$ cat src/rtl/if_stage_pkg.sv
// if_stage_pkg: fetch-stage defaults, state encoding and the IF/ID bundle shared with decode
package if_stage_pkg;
    localparam logic [31:0] RESET_PC_DEF = 32'h0000_0000;
    localparam logic [31:0] NOP_INSTR_DEF = 32'h0000_0000;
    typedef enum logic {BOOT = 1'b0, RUN = 1'b1} fetch_state_t;
    typedef struct packed {
        logic [31:0] instruction;
        logic [31:0] pc;
        logic        valid;
    } if_id_t;
endpackage

$ cat src/rtl/if_stage_if_id_register.sv
// if_id_register: IF/ID pipeline register with write enable and flush-to-bubble
module if_id_register
    import if_stage_pkg::*;
#(
    parameter logic [31:0] RESET_PC  = RESET_PC_DEF,
    parameter logic [31:0] NOP_INSTR = NOP_INSTR_DEF
) (
    input  logic        clk,
    input  logic        rst,
    input  logic        we,
    input  logic        flush,
    input  logic        fill,
    input  logic [31:0] instr,
    input  logic [31:0] pc,
    output if_id_t      q
);
    if_id_t d;
    always_comb d = (fill && !flush) ? {instr, pc, 1'b1} : {NOP_INSTR, pc, 1'b0};
    always_ff @(posedge clk or posedge rst)
        if (rst) q <= {NOP_INSTR, RESET_PC, 1'b0};
        else if (flush || we) q <= d;
endmodule

$ cat src/rtl/if_stage.sv
// if_stage: PC register, next-PC selection, BOOT/RUN control and fetch counters feeding IF/ID
module if_stage
    import if_stage_pkg::*;
#(
    parameter logic [31:0] RESET_PC  = RESET_PC_DEF,
    parameter logic [31:0] NOP_INSTR = NOP_INSTR_DEF,
    parameter int          CNT_W     = 32
) (
    input  logic             Clock,
    input  logic             Reset,
    input  logic             PC_WriteEnable,
    input  logic             IFIDWriteEnable,
    input  logic             IFIDFlush,
    input  logic             Branch,
    input  logic [31:0]      BranchDest,
    input  logic             Jump,
    input  logic [31:0]      JumpDest,
    input  logic             IMemReady,
    input  logic [31:0]      IMemRdData,
    output logic [31:0]      IMemAddr,
    output logic             IMemReq,
    output logic [31:0]      Instruction_Out,
    output logic [31:0]      PC_Out,
    output logic             Valid_Out,
    output logic [CNT_W-1:0] FetchCount,
    output logic [CNT_W-1:0] StallCount
);
    fetch_state_t state;
    logic [31:0]  pc, pc_next, target;
    logic         run, fill, redirect;
    if_id_t       if_id;
    assign run = (state == RUN);
    assign fill = run && IMemReady;
    assign redirect = Jump || Branch;
    always_comb begin
        target = Jump ? JumpDest : BranchDest;
        pc_next = (!(run && PC_WriteEnable) || (!redirect && !IMemReady)) ? pc :
                  redirect ? {target[31:2], 2'b00} : pc + 32'd4;
    end
    always_ff @(posedge Clock or posedge Reset)
        if (Reset) begin
            state <= BOOT;
            pc <= RESET_PC;
            FetchCount <= '0;
            StallCount <= '0;
        end else begin
            state <= RUN;
            pc <= pc_next;
            FetchCount <= FetchCount + CNT_W'(fill && IFIDWriteEnable && !IFIDFlush);
            StallCount <= StallCount + CNT_W'(run && !IMemReady);
        end
    if_id_register #(.RESET_PC(RESET_PC), .NOP_INSTR(NOP_INSTR)) u_if_id (
        .clk(Clock),
        .rst(Reset),
        .we(IFIDWriteEnable),
        .flush(IFIDFlush),
        .fill(fill),
        .instr(IMemRdData),
        .pc(pc),
        .q(if_id)
    );
    assign IMemAddr = pc;
    assign IMemReq = run;
    assign Instruction_Out = if_id.instruction;
    assign PC_Out = if_id.pc;
    assign Valid_Out = if_id.valid;
endmodule

$ cat config.mk
export PLATFORM = sky130hd
export DESIGN_NAME = if_stage
export DESIGN_NICKNAME = d
export VERILOG_FILES = /design/src/rtl/if_stage_pkg.sv /design/src/rtl/if_stage_if_id_register.sv /design/src/rtl/if_stage.sv
export SDC_FILE = /design/constraint.sdc
export NUM_CORES = 1
export LEC_CHECK = 0
export ABC_AREA = 1
export CELL_PAD_IN_SITES_DETAIL_PLACEMENT = 0
export CELL_PAD_IN_SITES_GLOBAL_PLACEMENT = 1
export CORE_AREA = 2 2 169 171
export DETAILED_ROUTE_END_ITERATION = 8
export DIE_AREA = 0 0 171 173
export GPL_TIMING_DRIVEN = 0
export PLACE_DENSITY_LB_ADDON = 0.12
export SLEW_MARGIN = 20
export SYNTH_ARGS = -nofsm -noshare
export SYNTH_HDL_FRONTEND = slang
export SYNTH_HIERARCHICAL = 1
export SYNTH_SLANG_ARGS = --single-unit
$ cat constraint.sdc
create_clock -name Clock -period 3.6 [get_ports Clock]
set_input_delay 0.54 -clock Clock [delete_from_list [all_inputs] [get_ports Clock]]
set_output_delay 0.54 -clock Clock [all_outputs]
set_load 0.02 [all_outputs]
# [Yosys cells after proc, flatten, opt, wreduce, memory -nomap -nowiden]
# Cells that the tools add are included.
[totals] input_bits=104 word_cells=27 ff_bits=162 output_inout_bits=162
[op_classes] n_reduce_logical=14 n_mux=3 addsub=3
[ops] cell="2-to-1 mux 65 bit" count=1
[ops] cell="adder 32 x 1 -> 32 bit" count=2
[ops] cell="2-to-1 mux 32 bit" count=2
[ops] cell="adder 32 x 3 -> 32 bit (second input constant)" count=1
[ops] cell="logical AND 1 bit" count=7
[ops] cell="logical NOT 1 bit" count=4
[ops] cell="logical OR 1 bit" count=3

# [Longest topological paths before layout]
# Gate-level depths: netlist of the first run.
[depth] depth_word=4 depth_mapped=13 depth_no_buf=13

# [Hierarchy]
# The synthesis of the first run kept the hierarchy.
[modules_own_cells] mod="if_stage" cells_per_inst=722 area_each_um2=5619.1 instances=1
[modules_own_cells] mod="if_id_register" cells_per_inst=287 area_each_um2=2633.8 instances=1

# [Worst setup path before layout of the first run]
# Ideal clock, no wire load.
[synth_path] path_kind="input -> register" startpoint="input IMemReady" endpoint="register FetchCount[30]" required_ns=3.483 setup_slack_ns=1.631 t_arrival_ns=1.852 stages=13 setup_time_ns=0.117 n_path_buf=0 path_cell_list="nand2_1 > inv_1 > nand2_1 > nor2_1 > ha_1 > ha_1 > nand3_2 > nor2_4 > nand4_1 > nor2_2 > nand2_1 > nand2_1 > nand2_1"
[synth_between] elab_chain_cells=4
[synth_lines] item="start: declaration" line="if_stage.sv:18" rtl="input logic IMemReady,"
[synth_lines] item="logical AND 1 bit" line="if_stage.sv:33" rtl="assign fill = run && IMemReady;"
[synth_lines] item="net fill" line="if_stage.sv:30" rtl="logic run, fill, redirect;"
[synth_lines] item="logical AND 1 bit (2 in a row)" line="if_stage.sv:49" rtl="FetchCount <= FetchCount + CNT_W'(fill && IFIDWriteEnable && !IFIDFlush);"
[synth_lines] item="adder 32 x 1 -> 32 bit" line="if_stage.sv:49"
[synth_lines] item="end signal: assignment" line="if_stage.sv:49"
[synth_lines] item="end: declaration" line="if_stage.sv:25" rtl="output logic [CNT_W-1:0] FetchCount,"
# The timed path passes the listed nets, and every way through them passes these cells.
# A chain may end at the register's enable or synchronous reset.

# [Final worst setup path of the first run]
[layout_path] startpoint="input IMemReady" endpoint="register FetchCount[28]"
# Same word-level chain as after synthesis.

==> results, run 1 <==
- The reg-to-reg critical path endpoint is FetchCount[28].
- The register clock-pin slew on the reported worst setup and hold paths is 70 ps.
- The number of placement rows is 61.
- The first-pass GRT wire length is 43700 microns.
- On the final layout, the worst clock skew is 13.26 ps.
- The highest ir drop seen on vdd is 0.2615 mV.
- The reported max-cap violation count is 0.
- The number of antenna violations at the first check in global routing was 0.
- The final hold slack is 473.6 ps.
- For this run the aggregate overflow at the end of global routing stands at 0.
- The detailed-placement wirelength estimate is 21370 microns.
- The setup total negative slack is 0 ps.
- The area of the core is 27630 sq um.
- The final period utilization is 71.21%.
- After synthesis, the mean cell area works out to 8.179 sq um.
- Of the cells placed in the final design, the portion with a size suffix greater than 1 is 7.444%.
- Among all flip-flop cells after synthesis, the most frequent one is sky130_fd_sc_hd__dfrtp_1.
- In this run, synthesis inferred 0 flip-flops with an integrated enable.
- After technology mapping, the gate count stands at 1009.
- The shortest clock period the worst path allows after layout is 2564 ps.
- The proportion of synthesized chip area in sequential cells is 48.51%.
- The count of buffers added on input and output ports is 259.
- The category of the worst setup path launch point is a primary input.
- The final RePlAce weighted congestion is 0.8075.
- The final layout contains 1401 nets.
- The worst setup path is captured at a register.
- For this run, design rule violations remaining after detail routing come to 0.
- Sorting the synthesized cells by area gives the leading types as sky130_fd_sc_hd__dfrtp_1, sky130_fd_sc_hd__nand2_1, sky130_fd_sc_hd__nor2_1, sky130_fd_sc_hd__nand4_1, sky130_fd_sc_hd__xor2_1.
- The number of different library cells in the post-synthesis netlist is 40.
- The CTS tree is yes.
- For the worst setup path, the data required time is 3910 ps.
- Buffers inserted during clock tree synthesis total 17.
- The aggregate routed wire length is 28060 microns.
- The area share of the largest cell type after synthesis is 48.51%.
- The most repeated cell in the gate-level netlist after synthesis is sky130_fd_sc_hd__nand2_1.
- Setup slack on the worst reg-to-reg path comes out at 1260 ps.
- In the synthesized netlist, the cells that appear most often are sky130_fd_sc_hd__nand2_1, sky130_fd_sc_hd__dfrtp_1, sky130_fd_sc_hd__nor2_1.
- The Yosys step of the flow raised 6 warnings.
- The most critical setup path has its endpoint at FetchCount[28].
- In this run the critical register-to-register path is launched from IMemReq.
- The worst pin sits at a relative slew slack of 59.99%.
- The leakage power summed over all cells is 5.287 nW.
- The floorplan step set the die height to 173 microns.
- The detail route stage leaves a number of antenna-violating nets equal to 0.
- In this run, post-CTS repair resized a total of 0 instances.
- The start point of the critical path is IMemReady.
- The longest clock path from root to sink contains 2 buffers.
- Dividing total power by cell area gives a power density of 451.7 nW/um^2.
- The initial utilization of the core area, before any placement, comes to 29.87%.
- The via count is 7745.
- The clock sink count is 160.
- The flow ran to the end, and the final reports show no timing, DRC or antenna violations.
- Once the clock tree was built, the setup fixing pass inserted 0 buffers.
- The H-tree generated during clock tree synthesis spans 4 levels.
- Global routing used 19.03% of the available tracks.
- Setup repair after global routing left no endpoint under its margin.
- The count of endpoints failing setup in the final report is 0.
- The die is 171 microns wide.
- Hold repair after CTS inserted 0 buffers.
- Dividing the detail-routed wire length by the instance count gives 16.69 microns.
- The total iterations of the first detailed-routing run is 5.
- The root cell of the clock tree is sky130_fd_sc_hd__clkbuf_16.
- The number of antenna diodes in the final layout is 0.
- During I/O placement, the number of pins put on the boundary was 266.
- The count of final hold-check violations is 0.
- For the pin with the worst max-slew slack, the measured transition is 594.7 ps.
- The largest fanout of any net on the critical path is 3.
- The detailed-route vias per instance is 4.607.
- Entering global routing, the biggest net connects 73 pins.
- The number of max-slew violations in the final report is 0.
- After synthesis, the share of flip-flops with an asynchronous set or reset is 100.0%.
- The signed area change from the synthesized netlist to the final layout is 45.04%.
- The synthesized area is 8253 sq um.
- Static timing analysis puts the maximum clock frequency at 390.1 MHz.
- The arrival time at the worst endpoint is 2870 ps.
- For the worst-skew pair, the clock arrives at the later sink with an insertion delay of 430 ps.
- The depth of the worst register-to-register path is 10.
- Counting flops and latches in the post-synthesis netlist gives 160.
- The worst hold path belongs to the class register to register.
- Of all cell types, the one taking the most synthesized area is sky130_fd_sc_hd__dfrtp_1.
- The detailed router finished its first iteration with 438 violations.
- The die covers 29580 sq um.
- The number of global-route vias before repair is 7602.
- The setup path with the least slack is of type primary input to register.
==> registers in the layout, summed over array words and instances (netlist names) <==
signal,flops
StallCount,32
IMemAddr,30
FetchCount,32
IMemReq,1
u_if_id/q,65
==> layer usage <==
layer	vias up	global-route usage (%)	routed length [microns]
li1	3872	-	-
met1	3636	28.67	14360
met2	221	27.77	11790
met3	16	4.326	1632
met4	0	3.778	278
met5	-	0	0
==> cells in the final DEF, fill, tap and decap left out, drive strengths merged <==
| master | count |
|---|---|
| a21boi | 1 |
| a21oi | 18 |
| a221oi | 1 |
| a22o | 16 |
| a22oi | 13 |
| a31oi | 7 |
| a41oi | 1 |
| and2 | 2 |
| and3 | 1 |
| buf | 29 |
| bufinv | 2 |
| clkbuf | 31 |
| clkdlybuf4s50 | 259 |
| clkinvlp | 5 |
| conb | 5 |
| dfrtp | 160 |
| ha | 5 |
| inv | 58 |
| nand2 | 313 |
| nand3 | 46 |
| nand3b | 5 |
| nand4 | 49 |
| nor2 | 139 |
| nor3 | 21 |
| nor3b | 4 |
| nor4 | 1 |
| o211ai | 1 |
| o21a | 1 |
| o21ai | 46 |
| o21bai | 2 |
| or2 | 2 |
| xnor2 | 24 |
| xor2 | 35 |
==> worst min path at each step <==
stage                         from              to  slack [ps]  cells after the start
floorplan             u_if_id/q[0]    u_if_id/q[0]         580                      2
global placement      u_if_id/q[0]    u_if_id/q[0]         450                      2
detailed placement    u_if_id/q[0]    u_if_id/q[0]         460                      2
CTS                   u_if_id/q[0]    u_if_id/q[0]         480                      2
global route         u_if_id/q[35]   u_if_id/q[35]         500                      2
finish              FetchCount[31]  FetchCount[31]         470                      1
==> cells by family (layout without fill, tap and decap cells) <==
logic type,after synthesis,in the layout,share of synthesized area (%)
other,2,5,0.09100
XOR/XNOR,59,59,6.261
adder cells (fa/ha/maj),5,5,0.7580
AND/OR/NAND/NOR,583,583,31.22
AO/OA/AOI/OAI,107,107,7.959
flip-flops,160,160,48.51
buffers and inverters,93,384,5.200
==> cell type report <==
type | instances | area (sq um)
Clock buffer | 17 | 425.4
Sequential cell | 160 | 4004
Buffer | 41 | 234.0
Tap cell | 378 | 473.0
Clock inverter | 13 | 152.6
Inverter | 52 | 202.7
Multi-Input combinational cell | 759 | 3831
Fill cell | 2837 | 15660
Timing Repair Buffer | 261 | 2648
==> report_power, final <==
part           internal (mW)  switching, mW  total, mW
Sequential              1.99          0.256       2.24
Clock                   1.03          0.810       1.84
Combinational          0.606          0.716       1.32
Total                   3.63           1.78       5.41
==> metrics by stage <==
stage / util (%) / setup slack [ps] / total power, mW / instance area [sq um] / instances
finish: 43.32 / 1036 / 5.407 / 11970 / 1681
global route: 43.32 / 821.9 / 5.698 / 11970 / 1681
CTS: 43.32 / 981.7 / 5.493 / 11970 / 1681
detailed placement: 41.23 / 522.6 / 3.612 / 11390 / 1651
global placement: 41.01 / -1297 / 3.594 / 11330 / 1649
floorplan: - / 583.0 / 2.861 / 8264 / 1012
==> worst max-delay path, cell delays in order <==
cell and delay [ps]:
sky130_fd_sc_hd__clkdlybuf4s50_1 500, sky130_fd_sc_hd__nand2_1 120, sky130_fd_sc_hd__inv_1 100, sky130_fd_sc_hd__nand2_1 50, sky130_fd_sc_hd__nor2_1 120, sky130_fd_sc_hd__ha_1 220
sky130_fd_sc_hd__ha_1 220, sky130_fd_sc_hd__nand3_2 140, sky130_fd_sc_hd__nor4_1 540, sky130_fd_sc_hd__nand2_1 160, sky130_fd_sc_hd__xnor2_1 160
Power figures use the tool's default switching activity.
==> run 2: changes to the inputs <==
Clock period 3.6 ns to 2.2 ns, I/O delays scaled along.
==> results, run 2 (synthesis results as in run 1) <==
- The run finished with clean final reports.
- The most common cell after layout, fill and taps aside is sky130_fd_sc_hd__nand2_1.
- Routability-driven placement finished with a final weighted congestion of 0.8249.
- In this run the power density over the cells is 732.6 nW/um^2.
- The tightest hold path in the finished design has a slack of 281.6 ps.
- The number of antenna violations at the first check in global routing came to 0.
- The post-detailed-route wirelength per cell is 16.61 microns.
- The total grt overflow is 0.
- The count of final hold-check violations is 0.
- In this run the vertical extent of the chip is 173 microns.
- The final antenna diode count is 0.
- The first routing iteration left 446 violations.
- The pin count of the biggest net entering global routing is 50.
- In this run the static leakage power is 5.332 nW.
- The buffer depth of the longest clock path is 2.
- For this design the top-level I/O count stands at 266.
- The reported max-cap violation count is 0.
- The final period utilization is 93.49%.
- The master of the slowest instance on the critical path is sky130_fd_sc_hd__clkdlybuf4s50_1.
- Clock-pin slew was measured on the worst setup and hold paths at 70 ps.
- In this run the tightest slew margin relative to its limit is 66.56%.
- The area growth from synthesis to layout is 46.66%.
- The floorplan step defined a die boundary enclosing 29580 sq um.
- The number of global-route vias before repair is 7669.
- IR analysis of the VDD net gives a maximum drop of 0.5182 mV.
- The root cell of the clock tree is sky130_fd_sc_hd__clkbuf_16.
- The net count of the finished layout is 1407.
- In the final layout, the registers with the most flip-flops are u_if_id/q (65), FetchCount (32), StallCount (32).
- The first-pass GRT wire length is 43920 microns.
- The number of cells in the finished layout apart from fillers is 1689.
- The die is 171 microns wide.
- The count of buffers added on input and output ports is 259.
- The sort of element at the end of the critical path is a register.
- The arrival time at the worst endpoint is 2380 ps.
- The maximum clock skew at final layout is 15.31 ps.
- The largest fanout of any net on the critical path is 8.
- The smallest setup slack after layout is 143.2 ps.
- The source-to-sink clock delay at the later pin of the worst-skew pair is 430 ps.
- The CTS buffer count is 17.
- The pre-CTS setup slack is -748.2 ps.
- The area taken by flip-flops and latches is 4004 sq um.
- Setup violations remaining at the end of the flow were counted as 0.
- The shortest clock period the worst path allows after layout is 2057 ps.
- At the worst endpoint, the required time is 2520 ps.
- The detailed-route vias per instance is 4.675.
- The highest attainable clock frequency is 486.2 MHz.
- Setup repair after global routing left no endpoint under its margin.
- The clock sink count is 160.
- Fill cells in the final layout number 2856.
- The critical path goes through clkdlybuf4s50_1 -> nor2_2 -> ha_4 -> ha_4 -> nand3_4 -> nor2_4 -> nand4_1 -> nor2_2 -> nand2_1 -> nand2_1 -> nand2_1.
- The H-tree depth is 4.
- Cells fill 43.81% of the core in the end.
- On the worst path, the slowest cell contributes a delay of 620 ps.
- The overall global routing resource usage is 18.95%.
- The total design power is 8.868 mW.
- The register-to-register setup slack is 180 ps.
- The post-route netlist has 8.772% of its cells at a drive strength greater than 1.
- The number of remaining DRC errors is 0.
- The type of the most critical hold path is primary input to asynchronous set/reset pin.
- The number of placement rows is 61.
- The register with the most flip-flops in the layout has 65 of them.
- The critical path in this run is classified as primary input to register.
- Once the floorplan was initialized, standard cells occupied 29.87% of the core.
- The category of the worst setup path launch point is a primary input.
- By instance count, the cell type seen most on the critical path is sky130_fd_sc_hd__nand2_1.
- Leaving out fill and tap cells, the most frequent cells in the layout are sky130_fd_sc_hd__nand2_1, sky130_fd_sc_hd__clkdlybuf4s50_1, sky130_fd_sc_hd__dfrtp_1.
- The placed instance count is 1653.
- In this run the remaining antenna-violating nets after routing total 0.
- The register ranked first by flip-flop count is u_if_id/q.
- For the pin with the worst max-slew slack, the measured transition is 501.6 ps.
- Summing over every cut layer, the via total after detailed routing is 7896.
- The number of hold buffers added after cts is 0.
- The area of the core is 27630 sq um.
- The combined area of the multi-input logic cells is 3897 sq um.
- The total iterations of the first detailed-routing run is 5.
- The number of max-slew violations in the final report is 0.
- The aggregate routed wire length is 28060 microns.
- The CTS tree is yes.
- Once detailed placement completed, the half-perimeter wirelength came to 21540 microns.
-- run 2: repair_timing --
action,in CTS,in global routing
pin swaps,4,6
resized for setup,7,10
setup buffers,4,0
endpoints found under the setup margin,9,16
-- run 2: through the flow --
stage / TNS, ps / cell area, sq um
floorplan: 0 / 8268
global placement: -134080 / 11330
detailed placement: -10380 / 11420
CTS: 0 / 12070
global route: 0 / 12100
finish: 0 / 12100
-- run 2: metal layers --
| layer | vias up | GRT usage, % | wire length (microns) |
|---|---|---|---|
| li1 | 3896 | - | - |
| met1 | 3726 | 28.55 | 14320 |
| met2 | 258 | 27.64 | 11760 |
| met3 | 16 | 3.822 | 1673 |
| met4 | 0 | 4.520 | 303 |
| met5 | - | 0 | 0 |
-- run 2: cell type report --
cell class,instances,share of cell area [%]
Tap cell,378,3.907
Multi-Input combinational cell,759,32.20
Inverter,52,1.664
Buffer,41,1.933
Clock buffer,19,3.577
Sequential cell,160,33.08
Timing Repair Buffer,267,22.41
Clock inverter,13,1.230
-- run 2: critical path, delay by kind of cell --
family                     cells  cell delay [ps]
and+or+nand+nor                8             1090
adders and majority gates      2              330
buffers and inverters          1              620
-- run 2: worst paths after layout --
kind,start,endpoint,cells past startpoint
worst max-delay path,IFIDFlush,FetchCount[30],11
worst min-delay path,Reset,u_if_id/q[49],2
worst max register to register,IMemReq,FetchCount[30],13
worst min register to register,u_if_id/q[60],u_if_id/q[60],2
max in group asynchronous,Reset,IMemAddr[30],4
min in group Clock,IMemReady,StallCount[0],3
-- run 2: report_power, final --
group | switching [mW] | total (mW) | internal (mW)
Combinational | 1.18 | 2.19 | 1.01
Sequential | 0.430 | 3.68 | 3.25
Clock | 1.38 | 2.99 | 1.61
==> run 3: changes to the inputs <==
Settings changed: DONT_BUFFER_PORTS set to 1.
==> results, run 3 (synthesis results as in run 1) <==
- The flow ran to the end, and the final reports show no timing, DRC or antenna violations.
- TritonCTS built the clock tree.
- The later pin in the worst-skew pair is clocked with a latency of 430 ps.
- The slew of the pin with the lowest slew margin is 555.6 ps.
- The floorplan step defined a die boundary enclosing 29580 sq um.
- The number of global-route vias before repair is 6650.
- For this run the aggregate overflow at the end of global routing stands at 0.
- The largest fanout of any net on the critical path is 4.
- The buffer depth of the longest clock path is 2.
- The master of the slowest instance on the critical path is sky130_fd_sc_hd__dfrtp_2.
- Excluding fillers, the count of instances in the completed layout stands at 1431.
- The post-route core utilization is 34.51%.
- Headroom to the max-slew limit came out at 62.96%.
- Walking the worst path, the cells encountered are nand2_4 -> inv_4 -> nand2_2 -> nor2_4 -> ha_4 -> ha_4 -> nand3_4 -> nor2_4 -> nand4_1 -> nor2_2 -> nand2_1 -> nand2_1 -> nand2_1.
- The worst setup path category is register to register.
- Across all layers, the routed design uses 6849 vias.
- The aggregate routed wire length is 27390 microns.
- The congestion estimate from routability-driven global placement came to 0.7764.
- The arrival time at the worst endpoint is 2410 ps.
- The largest single stage delay on the critical path is 470 ps.
- The overall global routing resource usage is 18.38%.
- The worst setup path is launched from a register.
- The fraction of final layout cells sized beyond drive strength 1 is 11.11%.
- Leaving out fill and tap cells, the most frequent cells in the layout are sky130_fd_sc_hd__nand2_1, sky130_fd_sc_hd__dfrtp_1, sky130_fd_sc_hd__nor2_1.
- The sort of element at the end of the critical path is a register.
- From synthesis to final layout, the design area changed by 15.52%.
- The maximum clock skew at final layout is 15.22 ps.
- The most common cell after layout, fill and taps aside is sky130_fd_sc_hd__nand2_1.
- The pin count of the biggest net entering global routing is 49.
- Input and output buffers added on the ports amount to 0.
- The area of the core is 27630 sq um.
- Dividing the final minimum period by the clock period gives 95.10%.
- In this run the static leakage power is 4.355 nW.
- In this run, placement finished with an instance count of 1394.
- Clock-pin slew was measured on the worst setup and hold paths at 80 ps.
- The die span in y is 173 microns.
- The min-delay analysis places its worst path in the category primary input to register.
- The total design power is 8.114 mW.
- The reported max-cap violation count is 0.
- The first-pass GRT wire length is 41570 microns.
- The placed instances occupy a cell area of 8831 sq um.
- The register with the most flip-flops in the layout has 65 of them.
- Ranked by flip-flop count, first place goes to u_if_id/q.
- The H-tree depth is 4.
- The root cell of the clock tree is sky130_fd_sc_hd__clkbuf_16.
- For this configuration, the core starts out at a cell density of 29.87%.
- The number of remaining DRC errors is 0.
- Detailed placement ended at an HPWL of 21140 microns.
- The highest attainable clock frequency is 478.0 MHz.
- Using the TritonRoute via totals, the vias-per-cell ratio works out to 4.786.
- The initial DRC count is 326.
- Setup repair after global routing could not meet its margin everywhere.
- From left edge to right edge, the die measures 171 microns.
- Dividing the detail-routed wire length by the instance count gives 19.14 microns.
- The pre-CTS setup slack is -457.9 ps.
- The CTS buffer count is 17.
- In this run the remaining antenna-violating nets after routing total 0.
- In the final design database the tool counted 1149 nets.
- The area of all placed cells without fillers is 9534 sq um.
- At the worst endpoint, the required time is 2520 ps.
- In the final layout, the registers with the most flip-flops are u_if_id/q (65), FetchCount (32), StallCount (32).
- The shortest clock period the worst path allows after layout is 2092 ps.
- The number of max-slew violations in the final report is 0.
- The count of final hold-check violations is 0.
- The cell seen most often among critical-path stages is sky130_fd_sc_hd__nand2_1.
- Clock tree synthesis found a total of 160 sinks.
- After floorplanning, the core was divided into 61 placement rows.
- The final antenna diode count is 0.
- The count of endpoints failing setup in the final report is 0.
- The smallest setup slack after layout is 107.9 ps.
- Dividing total power by cell area gives a power density of 851.1 nW/um^2.
- The highest ir drop seen on vdd is 0.4691 mV.
- The number of antenna violations at the first check in global routing came to 0.
- For this run, the detailed router's first-pass iteration total came to 4.
- Pin placement for this block handled 266 I/O pins.
==> run 3: cell types whose count changed in the layout (fill, tap and decap cells not counted), sizes merged <==
cell	before	now
dlymetal6s2s	1	0
inv	57	56
dlygate4sd3	0	1
clkdlybuf4s50	258	0
clkinvlp	2	3
==> run 3: layout make-up <==
type	instances	area, sq um
Multi-Input combinational cell	759	3908
Timing Repair Buffer	9	127.6
Fill cell	2980	18090
Sequential cell	160	4005
Buffer	41	234.0
Clock buffer	19	432.9
Clock inverter	13	150.1
Inverter	52	203.9
Tap cell	378	473.0
==> run 3: what timing repair did <==
item | 4_1_cts | 5_1_grt
endpoints found under the hold margin | 32 | 0
setup buffers | 1 | 3
pin swaps | 3 | 5
gates resized for setup | 11 | 10
cloned | 0 | 0
hold buffers | 1 | 0
setup endpoints to repair | 17 | 13
==> run 3: metal layers <==
metal  track usage, %  routed length [microns]  vias to the layer above
li1                 -                        -                     3379
met4            5.085                      373                        0
met5                0                        0                        -
met1            25.92                    12860                     3220
met3            5.631                     2337                       22
met2            27.08                    11820                      228
==> run 3: power breakdown <==
group          internal [mW]  switching (mW)  total (mW)
Sequential              3.24           0.945        4.19
Clock                   1.61            1.41        3.02
Combinational          0.343           0.561       0.905
Total                   5.20            2.92        8.11
==> run 3: worst paths after layout <==
check / startpoint / to / slack, ps / cells after the start
worst max-delay path: IMemReq / FetchCount[30] / 110 / 13
worst min-delay path: IMemRdData[1] / u_if_id/q[34] / 40 / 2
worst max register to register: IMemReq / FetchCount[30] / 110 / 13
worst min register to register: StallCount[31] / StallCount[31] / 620 / 1
max in group asynchronous: Reset / IMemReq / 1020 / 4
min in group asynchronous: Reset / u_if_id/q[49] / 380 / 2
==> run 3: worst max-delay path: cells and delay by family (launching register included) <==
kind          cells  cell delay (ps)
simple gates     10             1130
flops             1              470
buf+inv           1               70
fa+ha+maj         2              310
==> run 3: metrics by stage <==
step,TNS [ps],hold slack (ps)
2_1_floorplan,0,474.2
3_3_place_gp,-52700,484.0
3_5_place_dp,-2814,167.2
4_1_cts,0,22.41
5_1_grt,-49.69,29.79
6_report,0,43.35
